--- src/rtl/mplc_data_arb_pkg.sv ---
// mplc_data_arb_pkg
// Shared constants for the multi-core logic unit data-memory arbiter.
//   NCoreDefault : default number of bit-logic cores sharing the data RAM
//   DaWDefault   : default data-address width
//   StatW        : width of the optional per-core wait counters
package mplc_data_arb_pkg;

  localparam int unsigned NCoreDefault = 4;
  localparam int unsigned DaWDefault   = 12;
  localparam int unsigned StatW        = 16;

endpackage

--- src/rtl/mplc_rr_pick.sv ---
// mplc_rr_pick
// Combinational round-robin picker. Scans req starting at ptr and wrapping modulo N_CORE;
// g is the first requesting index found, valid is set when any request exists.
// Works for any N_CORE >= 2, including non-powers of two.
//   req   in  N_CORE  request vector
//   ptr   in  PW      scan start index (0..N_CORE-1)
//   g     out PW      winning index (0 when no request)
//   valid out 1       at least one request present
module mplc_rr_pick #(
  parameter int unsigned N_CORE = 4,
  parameter int unsigned PW     = $clog2(N_CORE)
) (
  input  logic [N_CORE-1:0] req,
  input  logic [PW-1:0]     ptr,
  output logic [PW-1:0]     g,
  output logic              valid
);

  localparam int unsigned SW = PW + 1;

  logic [SW-1:0] idx;

  // Walk the offsets from the far end back to zero so the last hit written is the one
  // closest to ptr, i.e. the round-robin winner.
  always_comb begin
    g     = '0;
    valid = 1'b0;
    idx   = '0;
    for (int k = N_CORE - 1; k >= 0; k--) begin
      idx = {1'b0, ptr} + SW'(k);
      if (idx >= SW'(N_CORE)) begin
        idx = idx - SW'(N_CORE);
      end
      if (req[idx[PW-1:0]]) begin
        g     = idx[PW-1:0];
        valid = 1'b1;
      end
    end
  end

endmodule

--- src/rtl/mplc_data_arb.sv ---
// mplc_data_arb
// Round-robin arbiter sharing one single-port, bit-wide synchronous data RAM between N_CORE
// bit-logic cores. At most one core is granted per cycle, combinationally in the cycle of the
// request; losers see C_RDY low and retry next cycle. Read data returns one cycle after the
// grant (bypassed from M_Q) and is then held per core.
//
// Optional build macro MPLC_ARB_STATS_EN adds per-core saturating wait counters.
//
// Ports:
//   CLK        in   system clock
//   CLR_N      in   asynchronous active-low reset
//   RUN        in   scan-run enable, low freezes the arbiter
//   STAT_SEL   in   counter select             (MPLC_ARB_STATS_EN only)
//   STAT_WAIT  out  selected wait counter      (MPLC_ARB_STATS_EN only)
//   C_OE       in   per-core read request
//   C_WE       in   per-core write request
//   C_A        in   per-core address, core i at [i*DA_W +: DA_W]
//   C_DO       in   per-core write data
//   C_RDY      out  per-core ready, one-hot or zero
//   C_DI       out  per-core read data
//   M_A        out  memory address
//   M_RE       out  memory read strobe
//   M_WE       out  memory write strobe
//   M_WD       out  memory write data
//   M_Q        in   memory read data, valid one cycle after M_RE
module mplc_data_arb
  import mplc_data_arb_pkg::*;
#(
  parameter int unsigned N_CORE = NCoreDefault,
  parameter int unsigned DA_W   = DaWDefault
) (
  input  logic                        CLK,
  input  logic                        CLR_N,
  input  logic                        RUN,
`ifdef MPLC_ARB_STATS_EN
  input  logic [$clog2(N_CORE)-1:0]   STAT_SEL,
  output logic [StatW-1:0]            STAT_WAIT,
`endif
  input  logic [N_CORE-1:0]           C_OE,
  input  logic [N_CORE-1:0]           C_WE,
  input  logic [N_CORE*DA_W-1:0]      C_A,
  input  logic [N_CORE-1:0]           C_DO,
  output logic [N_CORE-1:0]           C_RDY,
  output logic [N_CORE-1:0]           C_DI,
  output logic [DA_W-1:0]             M_A,
  output logic                        M_RE,
  output logic                        M_WE,
  output logic                        M_WD,
  input  logic                        M_Q
);

  localparam int unsigned PW = $clog2(N_CORE);

  logic [N_CORE-1:0] req;
  logic [PW-1:0]     g;
  logic              valid;
  logic              grant;
  logic              is_wr;

  logic [PW-1:0]     ptr_q, ptr_d;
  logic              rd_pend_q, rd_pend_d;
  logic [PW-1:0]     rd_id_q, rd_id_d;
  logic [N_CORE-1:0] di_hold_q, di_hold_d;

  assign req = C_OE | C_WE;

  mplc_rr_pick #(
    .N_CORE (N_CORE),
    .PW     (PW)
  ) u_pick (
    .req   (req),
    .ptr   (ptr_q),
    .g     (g),
    .valid (valid)
  );

  // CLR_N gates the grant so nothing reaches the RAM while reset is held.
  assign grant = valid & RUN & CLR_N;
  assign is_wr = C_WE[g];

  // Grant-cycle memory port and ready.
  always_comb begin
    C_RDY = '0;
    M_A   = '0;
    M_RE  = 1'b0;
    M_WE  = 1'b0;
    M_WD  = 1'b0;
    if (grant) begin
      C_RDY[g] = 1'b1;
      M_A      = C_A[g*DA_W +: DA_W];
      M_WE     = is_wr;
      M_RE     = ~is_wr;
      M_WD     = C_DO[g];
    end
  end

  // Pointer moves past the winner; dropping RUN restarts the rotation at core 0.
  always_comb begin
    ptr_d = ptr_q;
    if (!RUN) begin
      ptr_d = '0;
    end else if (grant) begin
      ptr_d = (g == PW'(N_CORE - 1)) ? '0 : g + 1'b1;
    end
  end

  // Read return: one pending read in flight, bypassed to its core and captured into the hold.
  // A pending read completes even if RUN has dropped meanwhile.
  always_comb begin
    rd_pend_d = grant & ~is_wr;
    rd_id_d   = (grant & ~is_wr) ? g : rd_id_q;
    di_hold_d = di_hold_q;
    C_DI      = di_hold_q;
    if (rd_pend_q) begin
      di_hold_d[rd_id_q] = M_Q;
      C_DI[rd_id_q]      = M_Q;
    end
  end

  always_ff @(posedge CLK or negedge CLR_N) begin
    if (!CLR_N) begin
      ptr_q     <= '0;
      rd_pend_q <= 1'b0;
      rd_id_q   <= '0;
      di_hold_q <= '0;
    end else begin
      ptr_q     <= ptr_d;
      rd_pend_q <= rd_pend_d;
      rd_id_q   <= rd_id_d;
      di_hold_q <= di_hold_d;
    end
  end

`ifdef MPLC_ARB_STATS_EN
  logic                         run_q;
  logic [N_CORE-1:0][StatW-1:0] wait_q, wait_d;

  // Counters restart on RUN rising; the first cycle of the new run still counts if blocked.
  always_comb begin
    wait_d = wait_q;
    for (int i = 0; i < int'(N_CORE); i++) begin
      if (RUN && !run_q) begin
        wait_d[i] = '0;
      end
      if (RUN && req[i] && !C_RDY[i] && (wait_d[i] != '1)) begin
        wait_d[i] = wait_d[i] + 1'b1;
      end
    end
  end

  always_ff @(posedge CLK or negedge CLR_N) begin
    if (!CLR_N) begin
      run_q  <= 1'b0;
      wait_q <= '0;
    end else begin
      run_q  <= RUN;
      wait_q <= wait_d;
    end
  end

  // Out-of-range selects (non-power-of-two N_CORE) read as zero.
  assign STAT_WAIT = (32'(STAT_SEL) < N_CORE) ? wait_q[STAT_SEL] : '0;
`endif

endmodule

--- config.mk ---
export PLATFORM = sky130hd
export DESIGN_NAME = mplc_data_arb
export DESIGN_NICKNAME = d
export VERILOG_FILES = /design/src/rtl/mplc_data_arb_pkg.sv /design/src/rtl/mplc_rr_pick.sv /design/src/rtl/mplc_data_arb.sv
export SDC_FILE = /design/constraint.sdc
export NUM_CORES = 1
export LEC_CHECK = 0
export CORE_MARGIN = 8
export CORE_UTILIZATION = 35
export DETAILED_ROUTE_END_ITERATION = 6
export HOLD_SLACK_MARGIN = 0.1
export PLACE_DENSITY = 0.86
export SYNTH_ARGS = -nofsm -noshare
export SYNTH_HDL_FRONTEND = slang
export SYNTH_SLANG_ARGS = --single-unit
--- constraint.sdc ---
create_clock -name CLK -period 8.38 [get_ports CLK]
set_clock_uncertainty 0.15 [all_clocks]
set_input_delay 2.095 -clock CLK [delete_from_list [all_inputs] [get_ports CLK]]
set_output_delay 2.095 -clock CLK [all_outputs]
set_load 0.01 [all_outputs]
== After elaboration in Yosys (flattened, before gate mapping) ==
Cells that the tools add are included.

* Input port bits: 64
* Output and inout bits: 23
* Logic and storage cells: 73
* Register bits: 9

* Add/subtract/negate cells: 8
* Reductions and logical operators: 2
* Shift-type cells: 1
* Equality and inequality tests: 2
* Multiplexer cells: 38
* Multipliers: 1
* Bitwise logic cells: 5
* Magnitude comparators: 12

{| class="wikitable"
|+ Operator list
! kind !! count
|-
| variable part select 48 x 7 -> 12 bit || 1
|-
| two-way mux 2 bit || 11
|-
| < comparator 2 x 3 -> 1 bit (second input constant) || 6
|-
| two-way mux 1 bit || 15
|-
| binary-select mux 1 bit (select 2 bit) || 6
|-
| two-way mux 12 bit || 1
|-
| greater-or-equal comparator 3 bit (second input constant) || 3
|-
| two-way mux 4 bit || 2
|-
| subtractor 2 x 1 -> 2 bit (second input constant) || 4
|-
| adder 2 x 2 -> 3 bit (second input constant) || 2
|-
| bitwise mux 4 bit || 1
|-
| demux 1 bit (select 2 bit) || 2
|-
| greater-or-equal comparator 2 x 1 -> 1 bit (second input constant) || 2
|-
| multiplier 2 x 2 -> 4 bit (second input constant) || 1
|-
| OR 4 bit || 1
|-
| adder 2 x 1 -> 3 bit (second input constant) || 1
|-
| bitwise AND 1 bit || 3
|-
| greater-or-equal comparator 2 x 3 -> 1 bit (second input constant) || 1
|-
| adder 2 x 1 -> 2 bit (second input constant) || 1
|-
| equality test 2 bit (second input constant) || 1
|-
| logical AND 1 bit || 2
|-
| inequality test 2 x 1 -> 1 bit (second input constant) || 1
|-
| inverter 1 bit || 1
|}

== Logic depth before layout (Yosys ltp) ==
Gate-level depths: netlist (run 1).

* Word-level depth: 14
* Depth in mapped cells: 8
* Gate-level depth less buffers: 7

== By module ==
A second synthesis (run 1) with hierarchy kept.

* Cells, all modules: 94
* Area, all modules: 1053.5 um^2

{| class="wikitable"
|+ Modules (own cells, without submodules)
! module !! area an instance (um^2) !! instances !! cells an instance
|-
| mplc_data_arb || 975.9 || 1 || 81
|-
| mplc_rr_pick || 77.6 || 1 || 13
|}

== Worst setup path before layout (run 1) ==
OpenSTA, ideal clock, no wires.

* Path kind: input port to output port
* Start: input C_OE[3]
* End: output M_A[10]
* Arrival time: 3731 ps
* Cell stages on the path: 7
* Path slack: 2404 ps
* Cell sequence: or2_1 > nor3b_2 > nor3_4 > inv_4 > buf_6 > mux4_2 > and2_1

* Cells in the longest elaborated chain, start to end: 10

{| class="wikitable"
|+ RTL lines
! element !! line !! RTL
|-
| start: declaration || mplc_data_arb.sv:39 || <nowiki>input logic [N_CORE-1:0] C_OE,</nowiki>
|-
| OR 4 bit * || mplc_data_arb.sv:65 || <nowiki>assign req = C_OE | C_WE;</nowiki>
|-
| binary-select mux 1 bit (select 2 bit) || mplc_rr_pick.sv:34 || <nowiki>if (req[idx[PW-1:0]]) begin</nowiki>
|-
| two-way mux 1 bit (not written as such) || mplc_rr_pick.sv:34 ||
|-
| two-way mux 2 bit (3 in series) || mplc_rr_pick.sv:34 ||
|-
| two-way mux 2 bit * || mplc_rr_pick.sv:34 ||
|-
| via g[0] || mplc_data_arb.sv:55 || <nowiki>logic [PW-1:0] g;</nowiki>
|-
| multiplier 2 x 2 -> 4 bit * || mplc_data_arb.sv:90 || <nowiki>M_A = C_A[g*DA_W +: DA_W];</nowiki>
|-
| variable part select 48 x 7 -> 12 bit * || mplc_data_arb.sv:90 ||
|-
| two-way mux 12 bit * || mplc_data_arb.sv:88 || <nowiki>if (grant) begin</nowiki>
|-
| end: declaration || mplc_data_arb.sv:45 || <nowiki>output logic [DA_W-1:0] M_A,</nowiki>
|}

The timed path passes the listed nets; every way through them passes the cells marked *. The select of a mux whose other input is x is not followed.

== Worst setup path in the final report (run 1) ==
* Start: input C_WE[2]
* End: output M_A[1]

* Cells in the longest elaborated chain, start to end: 10

{| class="wikitable"
|+ RTL lines
! element !! line !! RTL
|-
| start: declaration || mplc_data_arb.sv:40 || <nowiki>input logic [N_CORE-1:0] C_WE,</nowiki>
|-
| OR 4 bit * || mplc_data_arb.sv:65 ||
|-
| binary-select mux 1 bit (select 2 bit) || mplc_rr_pick.sv:34 ||
|-
| two-way mux 1 bit (not written as such) || mplc_rr_pick.sv:34 ||
|-
| two-way mux 2 bit (3 in series) || mplc_rr_pick.sv:34 ||
|-
| two-way mux 2 bit * || mplc_rr_pick.sv:34 ||
|-
| via g[0] || mplc_data_arb.sv:55 ||
|-
| multiplier 2 x 2 -> 4 bit * || mplc_data_arb.sv:90 ||
|-
| variable part select 48 x 7 -> 12 bit * || mplc_data_arb.sv:90 ||
|-
| two-way mux 12 bit * || mplc_data_arb.sv:88 ||
|}

Marks and branches as above.

==> reports/metrics.cfg, run 1 <==
[critical_path]
cp-start-kind=primary input
cp-end-kind=output pin
worstPathArrival_ns=4.80
crit_end=M_A[1]
cp-startpoint=C_WE[2]
critPathKind=in -> out
required_ns=6.14
reg2reg_slack_ns=5.93
rr_worst_depth=7
cp_max_fo=17
r2r_end=rd_id_q[0]
rr_startpoint=ptr_q[1]

[clock_tree]
clockBufferDepth=2
hold_buffers=0
cts_root_buffer=clkbuf_4
cts_sinks=9
clock_latency_ns=0.26
tritoncts=yes
cts_inserted_buffers=3
postCtsSetupRepairBufs=0
cts_resized=0
htree_levels=1
clk_pin_slew_ns=0.06

[layout]
instances_no_fill=217
finalInstanceArea_um2=1963
syn_to_final_growth_pct=86.79
multi_input_area_um2=784.5
n_fill_cell=242
final_nets=253
seq_area_um2=225.2
drive_above_1_share_pct=13.04
antenna_cells_inserted=0

[detailed_routing]
avgViaCountPerCell=5.355
totalWireLength_um=3952
drt-initial-drc-count=31
drc=0
first_pass_iters=4
via_count=1162
drtAntennaViolNets=0
wire_per_inst_um=18.21

[placed_design]
dp_hpwl_um=3319
dp.cells=213
portBuffers=86
dpl-instance-area_um2=1937
gp_congestion=0.8980
dp_slack_ns=1.324

[sta]
setup_tns_ns=0
fin_crit_ns=7.041
rsz0062_at_grt=false
worst_slack_ns=1.339
drv_slew=0
tightest_slew_ns=0.5460
maxClockFrequency_mhz=142.0
max_slew_margin_pct=63.14
final_hold_viol_count=0
finalSetupViolCount=0
fin_crit_sh_pct=84.02

[hold_path]
hp-class=reg -> reg

[die]
fp.dieW_um=70.80
core_area_um2=2953
initial_core_util_pct=35.59
chipHeight_um=70.80
dieArea_um2=5013
core.rowCount=20
io_pins=87

[synth]
synthCells=97
synth_top_cell_by_area=dfrtp_1
synth.distinct_cells=33
syn_area_um2=1051
yosys_warnings=0
synth_top_area_share_pct=21.43
syn_area_per_cell_um2=10.84
synth_nets=165
synth_area_leaders=dfrtp_1 21%, mux4_2 19%, and2_1 10%
synth-seq-cells=9
ys_seq_area_share_pct=21.43

[grt]
grt_max_degree=22
grt_pass1_wl_um=6120
grt_pass1_vias=1254
antenna_found_initial=0
grt_usage_pct=15.32
grt_overflow_total=0

[power_and_ir_drop]
power_density_nw_per_um2=139.7
p_leak_nw=0.7568
ir_drop_v=0.0001281

[run_status]
outcome=finished clean

[run]
drv_cap=0

per-stage QoR:
| stage | util (%) | hold slack, ns | total power, mW |
|---|---|---|---|
| 6_report | 66.48 | 0.3446 | 0.2742 |
| 5_1_grt | 66.48 | 0.3547 | 0.2954 |
| 4_1_cts | 66.48 | 0.3476 | 0.2786 |
| 3_5_place_dp | 65.59 | 0.3342 | 0.2439 |
| 3_3_place_gp | 65.59 | 0.3279 | 0.2384 |
| 2_1_floorplan | - | 0.3621 | 0.1616 |
area by class of cell:
cell class	instances	area share, %
well taps	33	2.103
flip-flops and latches	9	11.47
inverters	4	0.8923
repair buffers	87	44.23
multi-input cells	80	39.96
clock buffers	4	1.338
synth_stat cells:
cell type,instances
a211o_1,1
a211oi_2,1
a21boi_1,1
a21oi_1,4
a21oi_2,1
and2_1,17
and3_1,2
buf_2,1
buf_6,1
clkbuf_1,2
dfrtp_1,9
ha_1,4
inv_1,3
inv_4,1
mux2_1,1
mux2_2,4
mux4_1,4
mux4_2,9
nand2_1,4
nand3_1,5
nor2_1,6
nor2b_1,1
nor3_1,1
nor3_2,1
nor3_4,1
nor3b_1,1
nor3b_2,1
o21ai_0,3
o21bai_2,1
o2bb2ai_1,1
o311ai_0,2
o31ai_1,2
or2_1,1
placed cells by master, fill, tap and decap left out, drive strengths merged, types with 4 or more instances in the layout:
cell | Yosys | final
a21oi | 5 | 5
and2 | 17 | 17
clkbuf | 2 | 4
clkdlybuf4s50 | 0 | 86
dfrtp | 9 | 9
ha | 4 | 4
inv | 4 | 4
mux2 | 5 | 5
mux4 | 13 | 13
nand2 | 4 | 4
nand3 | 5 | 5
nor2 | 6 | 6
power by group:
part / internal (mW) / switching, mW / total (mW) / leakage [nW]
sequential: 0.0596 / 0.0120 / 0.0716 / 0.112
combinational: 0.106 / 0.0639 / 0.169 / 0.629
clock: 0.0183 / 0.0149 / 0.0332 / 0.0150
total: 0.183 / 0.0907 / 0.274 / 0.757
routing by layer:
metal | up-vias | track usage [%] | wire, um
met1 | 523 | 17.03 | 1628
met3 | 6 | 5.367 | 461
met2 | 86 | 26.16 | 1793
met4 | 0 | 5.774 | 69
li1 | 547 | - | -
met5 | - | 0 | 0
worst min path at each step:
stage | start | end | slack [ns] | cells past startpoint
after floorplan | di_hold_q[3] | di_hold_q[3] | 0.36 | 1
after global placement | di_hold_q[3] | di_hold_q[3] | 0.33 | 1
after detailed placement | di_hold_q[2] | di_hold_q[2] | 0.33 | 1
after CTS | di_hold_q[2] | di_hold_q[2] | 0.35 | 1
after global routing | di_hold_q[2] | di_hold_q[2] | 0.35 | 1
final | di_hold_q[2] | di_hold_q[2] | 0.34 | 1
registers in the layout, summed over array words and instances, names as in the netlist:
| register | cells |
|---|---|
| rd_pend_q | 1 |
| di_hold_q | 4 |
| ptr_q | 2 |
| rd_id_q | 2 |
cell families after synthesis:
kind of cell	count (synthesis)	share of synthesized area, %
simple gates	41	23.33
mux	18	34.64
compound gates	17	11.90
flops	9	21.43
buf+inv	8	3.929
fa+ha+maj	4	4.762
worst max-delay path: stages:
cell	delay (ns)
clkdlybuf4s50_1	0.57
nor2_1	0.08
a211oi_2	0.43
nor3_4	0.13
inv_4	0.24
mux4_1	0.60
and2_1	0.17
clkdlybuf4s50_1	0.47
Note: power is estimated with default switching activity, not from simulation.
==> run 2, diff against run 1 <==
Settings changed: CORE_UTILIZATION 35 to 29, PLACE_DENSITY 0.86 to 0.76.
Clock period 8.38 ns to 5.95 ns, I/O delays scaled along.
==> run 2 against run 1 <==
First-iteration DRC count rose by 58%; wire length increased by 0.71%; non-clock buffer count is 2 higher; critical endpoint is now M_A[11]; register-to-register slack worse by 2.6 ns; clock-buffer cell count unchanged; sequential power is 42% higher; critical path type unchanged; die area is 16% higher; design area rose by 2.1%.
==> reports/metrics.cfg, run 2 (synthesis results as in run 1) <==
[clock_tree]
cts_root_buffer=clkbuf_4
hold_buffers=0
clock_latency_ns=0.26
cts_inserted_buffers=3
clk_pin_slew_ns=0.06
tritoncts=yes
cts_sinks=9
postCtsSetupRepairBufs=0
clockBufferDepth=2
htree_levels=1

[die]
dieArea_um2=5806
fp.dieW_um=76.20
core_area_um2=3578
io_pins=87
chipHeight_um=76.20
initial_core_util_pct=29.37
core.rowCount=22

[layout]
largest_reg_flops=4
layout_common_cells=86 x clkdlybuf4s50_1, 17 x and2_1, 9 x mux4_2, 9 x dfrtp_1, 6 x nor2_1
reg_top3=di_hold_q: 4 flops, ptr_q: 2 flops, rd_id_q: 2 flops
top_register=di_hold_q
antenna_cells_inserted=0
layout_commonest_cell=clkdlybuf4s50_1
instances_no_fill=234
finalInstanceArea_um2=2004
drive_above_1_share_pct=13.98
syn_to_final_growth_pct=90.71
final_nets=255

[power_and_ir_drop]
power_density_nw_per_um2=194.9
p_leak_nw=0.7685
ir_drop_v=0.0001585

[hold_path]
min_path_cells=1
hp-class=reg -> reg

[run]
drv_cap=0

[sta]
drv_slew=0
fin_crit_sh_pct=96.77
rsz0062_at_grt=false
maxClockFrequency_mhz=173.7
tightest_slew_ns=0.5610
finalSetupViolCount=0
final_hold_viol_count=0
setup_tns_ns=0
fin_crit_ns=5.758
max_slew_margin_pct=62.13

[placed_design]
dpl-instance-area_um2=1971
dp_hpwl_um=3339
gp_congestion=0.7824
portBuffers=86
dp.cells=230

[critical_path]
rr_worst_depth=7
cp-start-kind=primary input
cp-end-kind=output pin
cp_max_fo=17
critPathKind=in -> out
worstPathArrival_ns=4.12
required_ns=4.31

[detailed_routing]
drc=0
totalWireLength_um=3980
first_pass_iters=4
drt-initial-drc-count=49
wire_per_inst_um=17.01
via_count=1128
drtAntennaViolNets=0
avgViaCountPerCell=4.821

[grt]
grt_usage_pct=12.91
grt_pass1_vias=1249
antenna_found_initial=0
grt_overflow_total=0
grt_max_degree=22
grt_pass1_wl_um=6237

[run_status]
outcome=finished clean

-- run 2: cell count changes in the layout (fill, tap and decap cells not counted) --
cell | previous run | this run
a211oi_4 | 0 | 1
buf_4 | 1 | 3
a211oi_2 | 1 | 0
-- run 2: cell type report --
cell class / instances / area [um2]
multi-input combinational: 80 / 792.0
fill: 321 / 1574
clock buffer: 4 / 26.28
timing repair buffer: 89 / 883.3
tap: 48 / 60.06
sequential: 9 / 225.2
inverter: 4 / 17.52
-- run 2: worst max-delay path: stages --
cell	delay [ns]
clkdlybuf4s50_1	0.57
nor2_1	0.11
a211oi_4	0.37
nor3_4	0.12
inv_4	0.23
mux4_1	0.59
and2_1	0.17
clkdlybuf4s50_1	0.48
-- run 2: repair_timing --
| action | 4_1_cts | 5_1_grt |
|---|---|---|
| gates resized for setup | 0 | 1 |
| setup endpoints to repair | 0 | 3 |
| hold endpoints to repair | 0 | 0 |
-- run 2: report_power, final --
group	switching (mW)	total, mW	internal [mW]
sequential	0.0184	0.102	0.0840
combinational	0.0907	0.242	0.151
clock	0.0203	0.0461	0.0258
-- run 2: path summary, 6_finish.rpt --
kind	slack, ns	startpoint	end
min in group asynchronous	1.36	CLR_N	di_hold_q[0]
max in group asynchronous	4.14	CLR_N	rd_pend_q
worst min-delay path	0.35	di_hold_q[0]	di_hold_q[0]
worst min register to register	0.35	di_hold_q[0]	di_hold_q[0]
worst max-delay path	0.19	C_WE[2]	M_A[11]
worst max register to register	3.37	ptr_q[1]	rd_id_q[0]
-- run 2: metrics by stage --
stage	power, mW	setup WS [ns]	util, %	hold WS (ns)
2_1_floorplan	0.2275	1.189	-	0.3621
3_3_place_gp	0.3394	0.2148	55.07	0.3274
3_5_place_dp	0.3460	0.1442	55.07	0.3430
4_1_cts	0.3947	0.1302	55.80	0.3568
5_1_grt	0.4200	0.02753	56.01	0.3662
6_report	0.3907	0.1921	56.01	0.3488
-- run 2: routing by layer --
metal	track usage (%)	vias up	wire, um	share of wire, %
li1	-	548	-	-
met1	15.81	513	1811	46
met2	21.68	67	1836	46
met3	3.774	0	331	8.3
met4	2.885	0	0	0
met5	0	-	0	0
